$ cat config.mk
export PLATFORM = sky130hd
export DESIGN_NAME = data_mem_arbiter
export DESIGN_NICKNAME = d
export VERILOG_FILES = /design/src/rtl/data_mem_arbiter.sv
export SDC_FILE = /design/constraint.sdc
export NUM_CORES = 1
export LEC_CHECK = 0
export CAP_MARGIN = 20
export CORE_AREA = 2 2 156 112
export DETAILED_ROUTE_END_ITERATION = 8
export DIE_AREA = 0 0 158 114
export GPL_TIMING_DRIVEN = 1
export PLACE_DENSITY_LB_ADDON = 0.15
export SLEW_MARGIN = 20
export SYNTH_ARGS = -nofsm -noshare
export SYNTH_HDL_FRONTEND = slang
export SYNTH_SLANG_ARGS = --single-unit
export TNS_END_PERCENT = 1
$ cat constraint.sdc
create_clock -name clk -period 2.95 [get_ports clk]
set_clock_uncertainty 0.15 [all_clocks]
set_input_delay 0.4425 -clock clk [delete_from_list [all_inputs] [get_ports clk]]
set_output_delay 0.4425 -clock clk [all_outputs]
set_load 0.01 [all_outputs]
$ cat src/rtl/data_mem_arbiter.sv
// -----------------------------------------------------------------------------
// data_mem_arbiter
//
// Purpose:
//   Shares the single data-memory port between the CPU load/store path and an
//   auxiliary requester (debug/DMA). One access at a time, sequenced by a small
//   IDLE -> ACCESS -> DONE state machine. Memory busy is turned into a CPU
//   stall, and a watchdog aborts accesses whose memory stays busy too long.
//
//   Arbitration (default build): the CPU has fixed priority. A streak counter
//   limits the CPU to MAX_CPU_STREAK consecutive grants while aux_req is
//   pending, after which aux is served.
//   Optional feature macro DATA_MEM_ARB_RR_EN: when both ports request in
//   IDLE, the grant goes to the port that was not served last (CPU first after
//   reset). The streak counter is not built in that case.
//
// Ports:
//   clk, rst_n                      clock, asynchronous active-low reset
//   cpu_addr/wdata/memread/memwrite CPU request (level, held while stalled)
//   cpu_sign_mask                   CPU size/sign mask
//   cpu_rdata                       CPU load data (registered)
//   cpu_stall                       CPU must hold its request (combinational)
//   aux_req/we/addr/wdata/sign_mask aux request, held until aux_ack
//   aux_ack, aux_rdata              one-cycle completion pulse + read data
//   mem_addr/wdata/memread/memwrite/sign_mask   to data memory (registered)
//   mem_rdata, mem_busy             from data memory
//   timeout_err                     sticky watchdog flag, cleared by reset only
// -----------------------------------------------------------------------------
module data_mem_arbiter #(
  parameter int ADDR_W         = 32,
  parameter int DATA_W         = 32,
  parameter int MAX_CPU_STREAK = 4,
  parameter int TIMEOUT_CYCLES = 255
) (
  input  logic              clk,
  input  logic              rst_n,
  input  logic [ADDR_W-1:0] cpu_addr,
  input  logic [DATA_W-1:0] cpu_wdata,
  input  logic              cpu_memread,
  input  logic              cpu_memwrite,
  input  logic [3:0]        cpu_sign_mask,
  output logic [DATA_W-1:0] cpu_rdata,
  output logic              cpu_stall,
  input  logic              aux_req,
  input  logic              aux_we,
  input  logic [ADDR_W-1:0] aux_addr,
  input  logic [DATA_W-1:0] aux_wdata,
  input  logic [3:0]        aux_sign_mask,
  output logic              aux_ack,
  output logic [DATA_W-1:0] aux_rdata,
  output logic [ADDR_W-1:0] mem_addr,
  output logic [DATA_W-1:0] mem_wdata,
  output logic              mem_memread,
  output logic              mem_memwrite,
  output logic [3:0]        mem_sign_mask,
  input  logic [DATA_W-1:0] mem_rdata,
  input  logic              mem_busy,
  output logic              timeout_err
);

  localparam int TO_W = $clog2(TIMEOUT_CYCLES + 1);

  typedef enum logic [1:0] {
    ST_IDLE   = 2'd0,
    ST_ACCESS = 2'd1,
    ST_DONE   = 2'd2
  } state_t;

  state_t            state_r;
  state_t            next_state_s;
  logic              owner_aux_r;
  logic [ADDR_W-1:0] mem_addr_r;
  logic [DATA_W-1:0] mem_wdata_r;
  logic              mem_memread_r;
  logic              mem_memwrite_r;
  logic [3:0]        mem_sign_mask_r;
  logic [DATA_W-1:0] cpu_rdata_r;
  logic [DATA_W-1:0] aux_rdata_r;
  logic              aux_ack_r;
  logic              timeout_err_r;
  logic [TO_W-1:0]   to_cnt_r;

  logic              cpu_req_s;
  logic              any_req_s;
  logic              grant_aux_s;
  logic              complete_s;
  logic              timeout_s;
  logic [DATA_W-1:0] capture_s;

  // A store wins when the CPU raises both strobes.
  assign cpu_req_s = cpu_memread | cpu_memwrite;
  assign any_req_s = cpu_req_s | aux_req;

`ifdef DATA_MEM_ARB_RR_EN
  logic last_aux_r;

  // Round-robin grant: on contention serve the port not served last.
  always_comb begin
    grant_aux_s = 1'b0;
    if (cpu_req_s && aux_req) begin
      grant_aux_s = ~last_aux_r;
    end else begin
      grant_aux_s = aux_req;
    end
  end

  // Remember the last owner; reset value makes the CPU win first.
  always_ff @(posedge clk or negedge rst_n) begin
    if (!rst_n) begin
      last_aux_r <= 1'b1;
    end else if (state_r == ST_IDLE && any_req_s) begin
      last_aux_r <= grant_aux_s;
    end
  end
`else
  localparam int STREAK_W = $clog2(MAX_CPU_STREAK + 1);
  logic [STREAK_W-1:0] streak_r;

  // Fixed CPU priority, except aux is forced in once the CPU streak saturates.
  always_comb begin
    grant_aux_s = 1'b0;
    if (aux_req && (!cpu_req_s || streak_r == STREAK_W'(MAX_CPU_STREAK))) begin
      grant_aux_s = 1'b1;
    end else begin
      grant_aux_s = 1'b0;
    end
  end

  // Count CPU grants made while aux is waiting; saturates at the limit.
  always_ff @(posedge clk or negedge rst_n) begin
    if (!rst_n) begin
      streak_r <= {STREAK_W{1'b0}};
    end else if (!aux_req) begin
      streak_r <= {STREAK_W{1'b0}};
    end else if (state_r == ST_IDLE) begin
      if (grant_aux_s) begin
        streak_r <= {STREAK_W{1'b0}};
      end else if (streak_r != STREAK_W'(MAX_CPU_STREAK)) begin
        streak_r <= streak_r + STREAK_W'(1);
      end
    end
  end
`endif

  // Access termination: normal completion or watchdog abort on the last busy cycle.
  always_comb begin
    complete_s = 1'b0;
    timeout_s  = 1'b0;
    capture_s  = mem_rdata;
    if (state_r == ST_ACCESS) begin
      complete_s = ~mem_busy;
      timeout_s  = mem_busy && (to_cnt_r == TO_W'(TIMEOUT_CYCLES - 1));
    end else begin
      complete_s = 1'b0;
      timeout_s  = 1'b0;
    end
    if (timeout_s) begin
      capture_s = {DATA_W{1'b1}};
    end else begin
      capture_s = mem_rdata;
    end
  end

  // Next-state logic for the access sequencer.
  always_comb begin
    next_state_s = state_r;
    case (state_r)
      ST_IDLE: begin
        if (any_req_s) begin
          next_state_s = ST_ACCESS;
        end else begin
          next_state_s = ST_IDLE;
        end
      end
      ST_ACCESS: begin
        if (complete_s || timeout_s) begin
          next_state_s = ST_DONE;
        end else begin
          next_state_s = ST_ACCESS;
        end
      end
      ST_DONE: next_state_s = ST_IDLE;
      default: next_state_s = ST_IDLE;
    endcase
  end

  // State register.
  always_ff @(posedge clk or negedge rst_n) begin
    if (!rst_n) begin
      state_r <= ST_IDLE;
    end else begin
      state_r <= next_state_s;
    end
  end

  // Watchdog: counts busy cycles of the current access, restarts for each access.
  always_ff @(posedge clk or negedge rst_n) begin
    if (!rst_n) begin
      to_cnt_r <= {TO_W{1'b0}};
    end else if (state_r == ST_ACCESS && mem_busy && !timeout_s) begin
      to_cnt_r <= to_cnt_r + TO_W'(1);
    end else if (state_r != ST_ACCESS) begin
      to_cnt_r <= {TO_W{1'b0}};
    end
  end

  // Latch the winner's request into the memory-side registers and capture results.
  // The memory outputs are loaded on entry to ACCESS and cleared on exit, so they
  // read as zero in IDLE and DONE and ignore request changes mid-access.
  always_ff @(posedge clk or negedge rst_n) begin
    if (!rst_n) begin
      owner_aux_r     <= 1'b0;
      mem_addr_r      <= {ADDR_W{1'b0}};
      mem_wdata_r     <= {DATA_W{1'b0}};
      mem_memread_r   <= 1'b0;
      mem_memwrite_r  <= 1'b0;
      mem_sign_mask_r <= 4'h0;
      cpu_rdata_r     <= {DATA_W{1'b0}};
      aux_rdata_r     <= {DATA_W{1'b0}};
      aux_ack_r       <= 1'b0;
      timeout_err_r   <= 1'b0;
    end else begin
      case (state_r)
        ST_IDLE: begin
          aux_ack_r <= 1'b0;
          if (any_req_s) begin
            owner_aux_r     <= grant_aux_s;
            mem_addr_r      <= grant_aux_s ? aux_addr      : cpu_addr;
            mem_wdata_r     <= grant_aux_s ? aux_wdata     : cpu_wdata;
            mem_sign_mask_r <= grant_aux_s ? aux_sign_mask : cpu_sign_mask;
            mem_memwrite_r  <= grant_aux_s ? aux_we        : cpu_memwrite;
            mem_memread_r   <= grant_aux_s ? ~aux_we       : ~cpu_memwrite;
          end
        end
        ST_ACCESS: begin
          if (complete_s || timeout_s) begin
            mem_addr_r      <= {ADDR_W{1'b0}};
            mem_wdata_r     <= {DATA_W{1'b0}};
            mem_memread_r   <= 1'b0;
            mem_memwrite_r  <= 1'b0;
            mem_sign_mask_r <= 4'h0;
            aux_ack_r       <= owner_aux_r;
            if (owner_aux_r) begin
              aux_rdata_r <= capture_s;
            end else begin
              cpu_rdata_r <= capture_s;
            end
            if (timeout_s) begin
              timeout_err_r <= 1'b1;
            end
          end
        end
        ST_DONE: begin
          aux_ack_r <= 1'b0;
        end
        default: begin
          mem_memread_r  <= 1'b0;
          mem_memwrite_r <= 1'b0;
          aux_ack_r      <= 1'b0;
        end
      endcase
    end
  end

  // The CPU is released only in the DONE cycle of its own access.
  assign cpu_stall = cpu_req_s && !(state_r == ST_DONE && !owner_aux_r);

  assign cpu_rdata     = cpu_rdata_r;
  assign aux_rdata     = aux_rdata_r;
  assign aux_ack       = aux_ack_r;
  assign mem_addr      = mem_addr_r;
  assign mem_wdata     = mem_wdata_r;
  assign mem_memread   = mem_memread_r;
  assign mem_memwrite  = mem_memwrite_r;
  assign mem_sign_mask = mem_sign_mask_r;
  assign timeout_err   = timeout_err_r;

endmodule

==> results.ini, run 1 <==
[status]
status = finished, final reports clean

[placement]
placedCellCount = 1095
hpwl_mm = 14.3
pre_cts_ws_ns = 0.449
io_buffers = 311
gp_congestion = 0.799
placed_cell_area_mm2 = 0.0102

[floorplanning]
boundaryPins = 312
design.die.area_mm2 = 0.0180
die_h_um = 114
fp.dieW_um = 158
core-area_mm2 = 0.0167
initial_utilization = 0.410
row_count = 40

[logic_synthesis]
synth-compound-area-share = 0.199
ys_ff_latch = 150
synth_area_mm2 = 0.00686
yosys-mux-area-fraction = 0.101
syn_area_per_cell_um2 = 11.6
yosys.area_share.simple = 0.0991
yosysTopAreaCell = dfrtp_1
synthAdderAreaFrac = 0.00730
syn_inst = 592
synth.top_cell.area_share = 0.548
yosysWarnings = 0
ys_async_sr_fraction = 1.00
yosysSeqAreaShare = 0.548
synth.distinct_cells = 46
synth_edf_count = 0
synth_nets = 771
synthFlopType = dfrtp_1
ys_top_cells_by_area = dfrtp_1 55%, mux2i_1 10%, a2bb2oi_2 6.6%
synth-xor-area-share = 0.00383
synth_top_family_by_area = compound AO/OA/AOI/OAI gates

[flow_run]
maxCapViolCount = 0

[global_route]
grt_pass1_vias = 5987
antenna_found_initial = 0
grtUsageTotal = 0.223
grt_max_degree = 70
grt_overflow_total = 0
grt_pass1_wl_mm = 31.1

[clocking]
h-tree-depth = 4
cts_tree = built
clk_pin_slew_ns = 0.06
clkSinkCount = 150
numCtsBuffers = 17
cts_root_buf = clkbuf_16
clock_path_buffers = 2
clk_latency_ns = 0.42
cts_resized = 0

[detailed_routing]
dr_total_vias = 5875
wl_met1_mm = 8.00
wl_per_cell_um = 18.0
routed_wl_mm = 20.3
ant_nets = 0
wl_met2_mm = 10.3
highest_layer = met4
met3WireLength_mm = 1.44
drt_iter0_drc = 345
drcViolationCount = 0
via_per_inst = 5.21
drtPass1Iterations = 4

[sta]
hold_viol = 0
finalSetupTns_ns = 0
fin_crit_sh = 0.818
rsz0062_at_grt = false
fmax_ghz = 0.415
tightest_slew_ns = 0.738
whs_ns = 0.338
finalSetupViolCount = 0
min_period_ns = 2.41
slew_violations = 0
relSlewSlack = 0.508
fin_ws_ns = 0.538

[critical_path]
cp-endpoint = cpu_stall
regToRegSetupSlack_ns = 0.70
r2r_start = owner_aux_r
crit_fanout = 5
end_kind = primary output
startpoint = cpu_memwrite
cp-start-kind = input port
r2r_cells = 4
r2r_end = aux_rdata[31]
path_class = input port to primary output
crit_required_ns = 2.36
arrival_ns = 1.82

[finish]
final_cells = 1127
final_util = 0.648
final_cell_area_mm2 = 0.0108
final_cell_mix = 310 x clkdlybuf4s50_1, 149 x dfrtp_1, 76 x nand2_1
multi_input_area_mm2 = 0.00283
ff_latch_area_mm2 = 0.00375
fin_nets = 1063
n_antenna_cell = 0
fill_cells = 1287
final_common_cell = clkdlybuf4s50_1
drive_above_1_share = 0.0982
area_growth_pct = 58.1

[power]
leakage_nw = 4.75
ir_drop_mv = 0.524
cellPowerDensity_mw_per_mm2 = 986
power.total_mw = 10.7

[min_path]
hold_class = flip-flop to flip-flop

## flip-flops by register name (all words and copies together) (netlist names)
name and flops:
timeout_err 1, mem_addr 32, mem_wdata 32, cpu_rdata 32, mem_sign_mask 4, aux_ack 1
mem_memwrite 1, aux_rdata 32, to_cnt_r 8, streak_r 3, owner_aux_r 1, state_r 2
mem_memread 1
## metal layers
metal  vias to the layer above  global-route usage
met4                         0              0.0931
met3                        36              0.0733
met1                      2878               0.254
met5                         -                   0
met2                       194               0.387
li1                       2767                   -
## synthesized netlist by cell type (all sizes together), types with 4 or more instances
cell / instances
mux2i: 69
dfrtp: 150
o32a: 32
o22ai: 68
nor2b: 6
a2bb2oi: 32
buf: 32
nand2: 77
inv: 4
nand3: 5
clkbuf: 23
nor3: 5
ha: 4
nor2: 43
o21ai: 6
## critical path: stages
cell,delay (ns)
clkdlybuf4s50_1,0.55
nor2_1,0.10
nor2_1,0.14
clkdlybuf4s50_1,0.58
## kinds of logic after synthesis
| family | Yosys count |
|---|---|
| compound gates | 155 |
| buf+inv | 59 |
| simple gates | 152 |
| mux | 69 |
| flops | 150 |
| fa+ha+maj | 4 |
| xor+xnor | 3 |
## power breakdown
group / internal (mW) / switching, mW / leakage (nW)
Sequential: 2.97 / 0.600 / 1.81
Clock: 1.39 / 0.864 / 0.298
Combinational: 2.70 / 2.15 / 2.65
## worst min path at each step
stage	from	to	depth (start not counted)
detailed placement	rst_n	aux_rdata[10]	1
global placement	rst_n	aux_rdata[7]	1
floorplan	rst_n	aux_ack	0
global route	cpu_rdata[16]	cpu_rdata[16]	1
CTS	timeout_err	timeout_err	1
finish	timeout_err	timeout_err	1
## final cells by class
| class | instances | area share |
|---|---|---|
| sequential | 150 | 0.346 |
| tap | 231 | 0.0267 |
| clock buffer | 20 | 0.0431 |
| inverter | 4 | 0.00139 |
| timing repair buffer | 328 | 0.307 |
| multi-input combinational | 383 | 0.261 |
| clock inverter | 11 | 0.0139 |
## what timing repair did
action                                 4_1_cts  5_1_grt
setup buffers                                0        0
hold buffers                                 1        0
endpoints found under the hold margin       55        0
Power figures use the tool's default switching activity.
==> run 2: changes to the inputs <==
CORE_AREA = 2 2 164 118   (was 2 2 156 112)
DIE_AREA = 0 0 166 120   (was 0 0 158 114)
clock period = 2.2 ns   (was 2.95 ns; I/O delays follow)
==> run 2 against run 1 <==
Sequential cell count unchanged. Die area up 11%. Count of clock-buffer cells in the layout down 2. Core utilization down 5.4 points. Sequential share of layout area down 0.40 points. Non-clock buffer count up 12. Highest routed layer unchanged. Global-route usage down 1.7 points. Register-to-register slack worse by 0.58 ns. Wire length up 1.5%.
==> results.ini, run 2 (same netlist as run 1, synthesis figures left out) <==
[detailed_routing]
ant_nets = 0  ; unchanged
routed_wl_mm = 20.6  ; was 20.3 mm
wl_per_cell_um = 17.9  ; was 18.0 um
drcViolationCount = 0  ; unchanged
drt_iter0_drc = 283  ; was 345
dr_total_vias = 5877  ; was 5,875
drtPass1Iterations = 5  ; was 4
via_per_inst = 5.11  ; was 5.21

[placement]
placedCellCount = 1118  ; was 1,095
io_buffers = 311  ; unchanged
hpwl_mm = 14.6  ; was 14.3 mm
gp_congestion = 0.804  ; was 0.799

[finish]
final_common_cell = clkdlybuf4s50_1  ; unchanged
drive_above_1_share = 0.111  ; was 0.0982
final_util = 0.594  ; was 0.648
fill_cells = 1487  ; was 1,287
final_cells = 1151  ; was 1,127
area_growth_pct = 60.0  ; was 58.1%
fin_nets = 1075  ; was 1,063
final_cell_mix = 309 x clkdlybuf4s50_1, 149 x dfrtp_1, 76 x nand2_1  ; was 310 x clkdlybuf4s50_1, 149 x dfrtp_1, 76 x nand2_1
n_antenna_cell = 0  ; unchanged

[global_route]
grtUsageTotal = 0.206  ; was 0.223
antenna_found_initial = 0  ; unchanged
grt_pass1_vias = 6115  ; was 5,987
grt_pass1_wl_mm = 32.8  ; was 31.1 mm
grt_max_degree = 65  ; was 70
grt_overflow_total = 0  ; unchanged

[sta]
fmax_ghz = 0.481
finalSetupTns_ns = 0  ; unchanged
min_period_ns = 2.08
fin_crit_sh = 0.946
slew_violations = 0  ; unchanged
whs_ns = 0.239  ; was 0.338 ns
rsz0062_at_grt = false  ; unchanged
hold_viol = 0  ; unchanged
tightest_slew_ns = 0.708  ; was 0.738 ns
relSlewSlack = 0.528  ; was 0.508
finalSetupViolCount = 0  ; unchanged

[min_path]
hold_class = input port to async pin  ; was flip-flop to flip-flop

[clocking]
clkSinkCount = 150  ; unchanged
cts_tree = built  ; unchanged
clk_pin_slew_ns = 0.07  ; was 0.06 ns
clock_path_buffers = 2  ; unchanged
clk_latency_ns = 0.41  ; was 0.42 ns
h-tree-depth = 4  ; unchanged
cts_root_buf = clkbuf_16  ; unchanged
numCtsBuffers = 17  ; unchanged

[floorplanning]
fp.dieW_um = 166  ; was 158 um
initial_utilization = 0.372  ; was 0.410
die_h_um = 120  ; was 114 um
design.die.area_mm2 = 0.0199  ; was 0.0180 mm2
boundaryPins = 312  ; unchanged
core-area_mm2 = 0.0184  ; was 0.0167 mm2
row_count = 42  ; was 40

[power]
power.total_mw = 14.4  ; was 10.7 mW
ir_drop_mv = 0.695  ; was 0.524 mV
cellPowerDensity_mw_per_mm2 = 1310  ; was 986 mW/mm2
leakage_nw = 4.83  ; was 4.75 nW

[flow_run]
maxCapViolCount = 0  ; unchanged

[critical_path]
crit_required_ns = 2.39  ; was 2.36 ns
end_kind = flip-flop  ; was primary output
cp-start-kind = flip-flop  ; was input port
path_class = flip-flop to flip-flop  ; was input port to primary output
arrival_ns = 2.27  ; was 1.82 ns
crit_fanout = 32  ; was 5

[status]
status = finished, final reports clean  ; unchanged

run 2: changes by cell type in the layout (fill, tap and decap cells not counted), moves of 2 or more:
cell | previous run | this run
clkinv_4 | 4 | 1
inv_6 | 0 | 5
clkbuf_8 | 3 | 1
buf_12 | 7 | 10
buf_4 | 9 | 18
inv_8 | 0 | 3
run 2: worst paths after layout:
kind	cells after the start	from	end	slack, ns
max in group asynchronous	3	rst_n	aux_rdata[12]	1.02
worst max register to register	6	to_cnt_r[1]	aux_rdata[31]	0.12
worst max-delay path	6	to_cnt_r[1]	aux_rdata[31]	0.12
worst min-delay path	2	rst_n	aux_rdata[7]	0.24
worst min register to register	1	timeout_err	timeout_err	0.34
min in group clk	1	timeout_err	timeout_err	0.34
run 2: worst max-delay path, stage by stage, from the launching register on:
cell and delay (ns):
dfrtp_1 0.42, ha_1 0.21, nand4_2 0.14, o21a_1 0.33, nor3b_4 0.27, buf_12 0.28, a2bb2oi_1 0.19
run 2: timing repair:
action | CTS | global route
hold buffers | 1 | 0
setup endpoints to repair | 1 | 0
resized for setup | 1 | 0
setup buffers | 0 | 0
endpoints found under the hold margin | 35 | 0
run 2: final cells by class:
| cell class | count | area, um2 | area share |
|---|---|---|---|
| sequential | 150 | 3750 | 0.342 |
| timing repair buffer | 340 | 3460 | 0.315 |
| multi-input combinational | 383 | 2830 | 0.258 |
| clock buffer | 18 | 439 | 0.0401 |
| tap | 242 | 303 | 0.0276 |
| clock inverter | 14 | 164 | 0.0149 |
| inverter | 4 | 15.0 | 0.00137 |
run 2: routing by layer:
layer,track usage,vias to the layer above,share of wire
li1,-,2798,-
met1,0.252,2834,0.41
met2,0.338,215,0.49
met3,0.0775,30,0.086
met4,0.0663,0,0.018
met5,0,-,0
run 2: power breakdown:
| part | internal [mW] | total, mW | switching [mW] |
|---|---|---|---|
| clock network | 1.74 | 2.99 | 1.25 |
| logic | 3.70 | 6.65 | 2.95 |
| registers | 3.98 | 4.76 | 0.780 |
run 2: metrics by stage:
stage                     setup slack, ns  instance area, um2
after detailed placement           0.0148               10400
after floorplan                     0.170                6860
after CTS                           0.116               11000
after global routing             0.000494               11000
final                               0.119               11000
after global placement             0.0282               10400
